[src/rtl/i2s_speaker_tx_pkg.sv]
// Shared constants for the I2S speaker transmitter.
// Sample width, frame counter width, slot geometry and clock tap positions.
package i2s_speaker_tx_pkg;

    localparam int SAMPLE_W  = 16;
    localparam int DIV_W     = 10;
    localparam int SLOT_BITS = 32;
    localparam int DATA_BITS = 16;

    // Counter taps: mclk = clk/4, sclk = clk/16, lrck = clk/1024
    localparam int MCLK_BIT  = 1;
    localparam int SCLK_BIT  = 3;
    localparam int LRCK_BIT  = 9;

endpackage

[src/rtl/i2s_clk_gen.sv]
// Free-running frame counter and registered I2S clock decode.
// Ports: clk_i, rst_ni, cnt_o (frame position), mclk_o, sclk_o, lrck_o, sample_req_o.
module i2s_clk_gen #(
    parameter int DIV_W = i2s_speaker_tx_pkg::DIV_W
) (
    input  logic             clk_i,
    input  logic             rst_ni,
    output logic [DIV_W-1:0] cnt_o,
    output logic             mclk_o,
    output logic             sclk_o,
    output logic             lrck_o,
    output logic             sample_req_o
);
    import i2s_speaker_tx_pkg::*;

    localparam logic [DIV_W-1:0] ONE     = 1;
    // Decoding one count early lets the registered pulse line up with cnt == max
    localparam logic [DIV_W-1:0] REQ_PRE = {{(DIV_W-1){1'b1}}, 1'b0};

    logic [DIV_W-1:0] cnt_q;
    logic [DIV_W-1:0] cnt_d;
    logic             mclk_q;
    logic             sclk_q;
    logic             lrck_q;
    logic             req_q;

    always_comb begin
        cnt_d = cnt_q + ONE;
    end

    always_ff @(posedge clk_i or negedge rst_ni) begin
        if (!rst_ni) begin
            cnt_q  <= '0;
            mclk_q <= 1'b0;
            sclk_q <= 1'b0;
            lrck_q <= 1'b0;
            req_q  <= 1'b0;
        end else begin
            cnt_q  <= cnt_d;
            mclk_q <= cnt_q[MCLK_BIT];
            sclk_q <= cnt_q[SCLK_BIT];
            lrck_q <= cnt_q[LRCK_BIT];
            req_q  <= (cnt_q == REQ_PRE);
        end
    end

    assign cnt_o        = cnt_q;
    assign mclk_o       = mclk_q;
    assign sclk_o       = sclk_q;
    assign lrck_o       = lrck_q;
    assign sample_req_o = req_q;

endmodule

[src/rtl/i2s_speaker_tx.sv]
// I2S transmitter: sample attenuation/mute, per-frame holding registers, serialiser.
// Ports: clk, rst (async low), en, mute, volume, audio_left/right in; mclk, sclk, lrck, sdin, sample_req out.
module i2s_speaker_tx #(
    parameter int SAMPLE_W = i2s_speaker_tx_pkg::SAMPLE_W,
    parameter int DIV_W    = i2s_speaker_tx_pkg::DIV_W
) (
    input  logic                clk,
    input  logic                rst,
    input  logic                en,
    input  logic                mute,
    input  logic [2:0]          volume,
    input  logic [SAMPLE_W-1:0] audio_left,
    input  logic [SAMPLE_W-1:0] audio_right,
    output logic                mclk,
    output logic                sclk,
    output logic                lrck,
    output logic                sdin,
    output logic                sample_req
);
    import i2s_speaker_tx_pkg::*;

    localparam logic [4:0] DATA_LAST = 5'(DATA_BITS);

    logic [DIV_W-1:0]    cnt;
    logic [SAMPLE_W-1:0] proc_l;
    logic [SAMPLE_W-1:0] proc_r;
    logic [SAMPLE_W-1:0] hold_l_q;
    logic [SAMPLE_W-1:0] hold_l_d;
    logic [SAMPLE_W-1:0] hold_r_q;
    logic [SAMPLE_W-1:0] hold_r_d;
    logic [SAMPLE_W-1:0] word;
    logic [SAMPLE_W-1:0] shifted;
    logic [4:0]          slot_b;
    logic                slot_r;
    logic                bit_start;
    logic                data_bit;
    logic                sdin_q;
    logic                sdin_d;

    i2s_clk_gen #(
        .DIV_W(DIV_W)
    ) u_clk_gen (
        .clk_i       (clk),
        .rst_ni      (rst),
        .cnt_o       (cnt),
        .mclk_o      (mclk),
        .sclk_o      (sclk),
        .lrck_o      (lrck),
        .sample_req_o(sample_req)
    );

    always_comb begin
        proc_l = '0;
        proc_r = '0;
        if (!mute) begin
            proc_l = $signed(audio_left) >>> volume;
            proc_r = $signed(audio_right) >>> volume;
        end
    end

    // sample_req is high exactly while cnt is at the end of the frame
    always_comb begin
        hold_l_d = hold_l_q;
        hold_r_d = hold_r_q;
        if (sample_req) begin
            hold_l_d = proc_l;
            hold_r_d = proc_r;
        end
    end

    assign slot_r    = cnt[LRCK_BIT];
    assign slot_b    = cnt[LRCK_BIT-1:SCLK_BIT+1];
    assign bit_start = (cnt[SCLK_BIT:0] == '0);
    assign word      = slot_r ? hold_r_q : hold_l_q;

    // Slot bit b (1..DATA_BITS) carries the word MSB first; bit 0 is the I2S delay
    always_comb begin
        shifted  = word << (slot_b - 5'd1);
        data_bit = 1'b0;
        if (slot_b != 5'd0 && slot_b <= DATA_LAST) begin
            data_bit = shifted[SAMPLE_W-1];
        end
    end

    // Disabling clears sdin at once; enabling waits for the next bit boundary
    always_comb begin
        sdin_d = sdin_q;
        if (!en) begin
            sdin_d = 1'b0;
        end else if (bit_start) begin
            sdin_d = data_bit;
        end
    end

    always_ff @(posedge clk or negedge rst) begin
        if (!rst) begin
            hold_l_q <= '0;
            hold_r_q <= '0;
            sdin_q   <= 1'b0;
        end else begin
            hold_l_q <= hold_l_d;
            hold_r_q <= hold_r_d;
            sdin_q   <= sdin_d;
        end
    end

    assign sdin = sdin_q;

endmodule
[config.mk]
export PLATFORM = sky130hd
export DESIGN_NAME = i2s_speaker_tx
export DESIGN_NICKNAME = d
export VERILOG_FILES = /design/src/rtl/i2s_speaker_tx_pkg.sv /design/src/rtl/i2s_clk_gen.sv /design/src/rtl/i2s_speaker_tx.sv
export SDC_FILE = /design/constraint.sdc
export NUM_CORES = 1
export LEC_CHECK = 0
export CAP_MARGIN = 10
export CORE_UTILIZATION = 55
export CTS_CLUSTER_DIAMETER = 100
export DETAILED_ROUTE_END_ITERATION = 10
export HOLD_SLACK_MARGIN = 0.03
export PLACE_DENSITY = 0.87
export SKIP_CTS_REPAIR_TIMING = 1
export SYNTH_ARGS = -nofsm -noshare
export SYNTH_HDL_FRONTEND = slang
export SYNTH_HIERARCHICAL = 1
export SYNTH_SLANG_ARGS = --single-unit
[constraint.sdc]
create_clock -name clk -period 5.92 [get_ports clk]
set_input_delay 1.184 -clock clk [delete_from_list [all_inputs] [get_ports clk]]
set_output_delay 1.184 -clock clk [all_outputs]
set_load 0.01 [all_outputs]
==> results.py <==
metrics = {
    "status": {
        "status": "finished, final reports clean",
    },
    "sta": {
        "fmax_ghz": 0.279,
        "min_period_ns": 3.59,
        "hold_violations": 0,
        "timing_max_transition_violations_final": 0,
        "finalSetupViolations": 0,
        "skew_ns": 0.00753,
        "slew_headroom": 0.243,
        "fin_tns_setup_ns": 0,
        "finalCritPeriodShare": 0.606,
        "tightest_slew_ns": 1.14,
        "rsz0062_at_grt": "no",
    },
    "grt": {
        "grt_pass1_wl_um": 11400,
        "grt_pass1_vias": 2463,
        "grt_antenna_before_repair": 0,
        "grtUsageTotal": 0.245,
        "grt.overflow.total": 0,
        "grt_max_degree": 48,
    },
    "critical_path": {
        "path_cells": "clkdlybuf4s50_1 > inv_1 > a211oi_1 > a21oi_1 > mux2i_1 > o22ai_1",
        "cp-end-kind": "flop",
        "timing.rr.start": "u_clk_gen/sample_req_o",
        "cp_max_fo": 32,
        "cp.arrival_ns": 3.69,
        "cp_top_family": "buffers and inverters",
        "slowest_stage": "clkdlybuf4s50_1",
        "required_ns": 6.03,
        "path_buf_inv": 2,
        "worstSetupStartpoint": "volume[1]",
        "cpPeakStageDelay_ns": 1.16,
        "path_class": "input pin to flop",
        "start_kind": "input pin",
    },
    "cts": {
        "cts_tree": "done",
        "path_clk_slew_ns": 0.09,
        "numCtsBuffers": 5,
        "htree_levels": 2,
        "cts.sinks": 47,
        "cts_root_buf": "clkbuf_8",
        "insertion_delay_ns": 0.29,
        "clock_path_buffers": 2,
    },
    "placement": {
        "port_buffers": 43,
        "hpwl_um": 5020,
        "gp_congestion": 0.844,
    },
    "logic_synthesis": {
        "synth.distinct_cells": 38,
        "yosysSeqAreaShare": 0.380,
        "synth_top_area_share": 0.380,
        "yosys.cell_count.top_type": "dfrtp_1",
        "synthArstFlopShare": 1.00,
        "syn_nets": 370,
        "syn-mean-instance-area_um2": 9.47,
        "yosysTopAreaCell": "dfrtp_1",
        "syn-instance-count": 327,
        "yosys-top-cells-area": "dfrtp_1, mux2i_1, o22ai_1",
        "syn-cell-area_um2": 3100,
        "synth_ff_type": "dfrtp_1",
        "synth-warning-count": 6,
        "synth-edff-count": 0,
        "ys_seq_elements": 47,
        "synth_common_cells": "dfrtp_1, inv_1, mux2i_1",
    },
    "floorplan": {
        "core-area_um2": 5270,
        "io_pins": 44,
        "die_w_um": 77.0,
        "rows": 26,
        "die_area_um2": 5930,
        "start_util": 0.587,
        "die_h_um": 77.0,
    },
    "detailed_routing": {
        "postRouteAntennaNets": 0,
        "drt_first_iter_violations": 175,
        "drc": 0,
        "routed_wl_um": 6910,
        "firstDrtPassIters": 4,
        "routedWlPerCell_um": 16.3,
        "via_per_inst": 6.03,
        "num_vias": 2557,
    },
    "hold_path": {
        "min_from": "u_clk_gen/cnt_o[1]",
        "hold_class": "flop to flop",
    },
    "layout": {
        "multi_input_area_um2": 1660,
        "layout-drive-gt1-share": 0.0508,
        "final_nets": 396,
        "area_growth_pct": 16.0,
        "diodes": 0,
        "register_area_um2": 1180,
        "post-route-util": 0.682,
        "nFillCells": 430,
    },
    "power": {
        "peakVddDrop_mv": 0.106,
        "p_leak_nw": 1.67,
        "power_density_nw_per_um2": 178,
    },
    "job": {
        "cap_violations": 0,
    },
}
## flip-flops by register name (all words and copies together) (netlist names)
| signal | flops |
|---|---|
| hold_r_q | 16 |
| hold_l_q | 16 |
| u_clk_gen/mclk_o | 1 |
| u_clk_gen/cnt_o | 10 |
| u_clk_gen/lrck_o | 1 |
| u_clk_gen/sclk_o | 1 |
| u_clk_gen/sample_req_o | 1 |
| sdin | 1 |
## cells in the final DEF, fill, tap and decap left out, types with 2 or more instances in the layout
| cell type | synthesis | final |
|---|---|---|
| o21a_1 | 4 | 4 |
| buf_2 | 3 | 2 |
| and2_1 | 5 | 5 |
| o22ai_1 | 30 | 30 |
| xor2_1 | 7 | 7 |
| nor2_1 | 9 | 9 |
| clkdlybuf4s50_1 | 0 | 41 |
| mux2i_1 | 31 | 31 |
| a31oi_1 | 10 | 10 |
| a211oi_1 | 17 | 17 |
| mux4_2 | 5 | 5 |
| o21ai_0 | 3 | 3 |
| nand4_1 | 3 | 3 |
| o2111ai_1 | 2 | 2 |
| dfrtp_1 | 47 | 47 |
| clkbuf_8 | 0 | 6 |
| xnor2_1 | 3 | 3 |
| and3_1 | 7 | 7 |
| nand2_1 | 28 | 28 |
| nand3b_1 | 2 | 2 |
| mux4_1 | 7 | 7 |
| nor3_1 | 4 | 4 |
| a21oi_1 | 14 | 14 |
| nand3_1 | 4 | 4 |
| inv_1 | 39 | 39 |
| a21o_1 | 2 | 2 |
| nor2b_1 | 8 | 8 |
| ha_1 | 4 | 4 |
## cell families after synthesis
group | count (synthesis) | share of synthesized area
compound gates | 85 | 0.178
flops | 47 | 0.380
buf+inv | 65 | 0.0853
fa+ha+maj | 4 | 0.0162
mux | 43 | 0.196
simple gates | 73 | 0.116
xor+xnor | 10 | 0.0283
## worst paths after layout
check / cells past startpoint / endpoint / slack, ns
setup / recovery: 6 / hold_l_q[8] / 2.33
hold / removal: 0 / u_clk_gen/mclk_o / 0.50
setup reg to reg: 2 / hold_r_q[3] / 3.41
hold reg to reg: 0 / u_clk_gen/mclk_o / 0.50
max in group asynchronous: 1 / hold_r_q[6] / 4.21
min in group asynchronous: 1 / u_clk_gen/cnt_o[7] / 1.08
## power by group
| part | internal (mW) | switching, mW | leakage, nW |
|---|---|---|---|
| logic | 0.0566 | 0.0615 | 1.15 |
| registers | 0.321 | 0.000146 | 0.473 |
| clock network | 0.0958 | 0.105 | 0.0484 |
| total | 0.473 | 0.167 | 1.67 |
## metal layers
metal  share of wire  routed length [um]  GRT usage  up-vias
li1                -                   -          -     1239
met1            0.45                3100      0.321     1213
met2            0.48                3290      0.411       94
met3           0.059                 410     0.0440       11
met4           0.016                 109     0.0792        0
met5               0                   0          0        -
## area by class of cell
| type | count | area share |
|---|---|---|
| tap | 70 | 0.0244 |
| multi-input combinational | 215 | 0.461 |
| clock inverter | 1 | 0.00244 |
| sequential | 47 | 0.327 |
| clock buffer | 7 | 0.0240 |
| inverter | 40 | 0.0418 |
| timing repair buffer | 44 | 0.119 |
## per-stage QoR
step,total power [mW],area [um^2],hold WS (ns),instances,setup WS [ns]
after floorplan,0.395,3100,0.438,327,3.50
after CTS,0.643,3590,0.498,424,2.44
final,0.641,3590,0.501,424,2.33
after detailed placement,0.444,3500,0.473,416,2.15
after global placement,0.442,3500,0.474,416,2.19
after global routing,0.668,3590,0.531,424,2.15
## worst reg2reg max path: cells and delay by family (launching register included)
family,cells,cell delay (ns)
AOI/OAI and AO/OA,1,0.40
and+or+nand+nor,1,0.91
DFF,1,1.10
No activity file was read; power rests on OpenSTA's default activity.
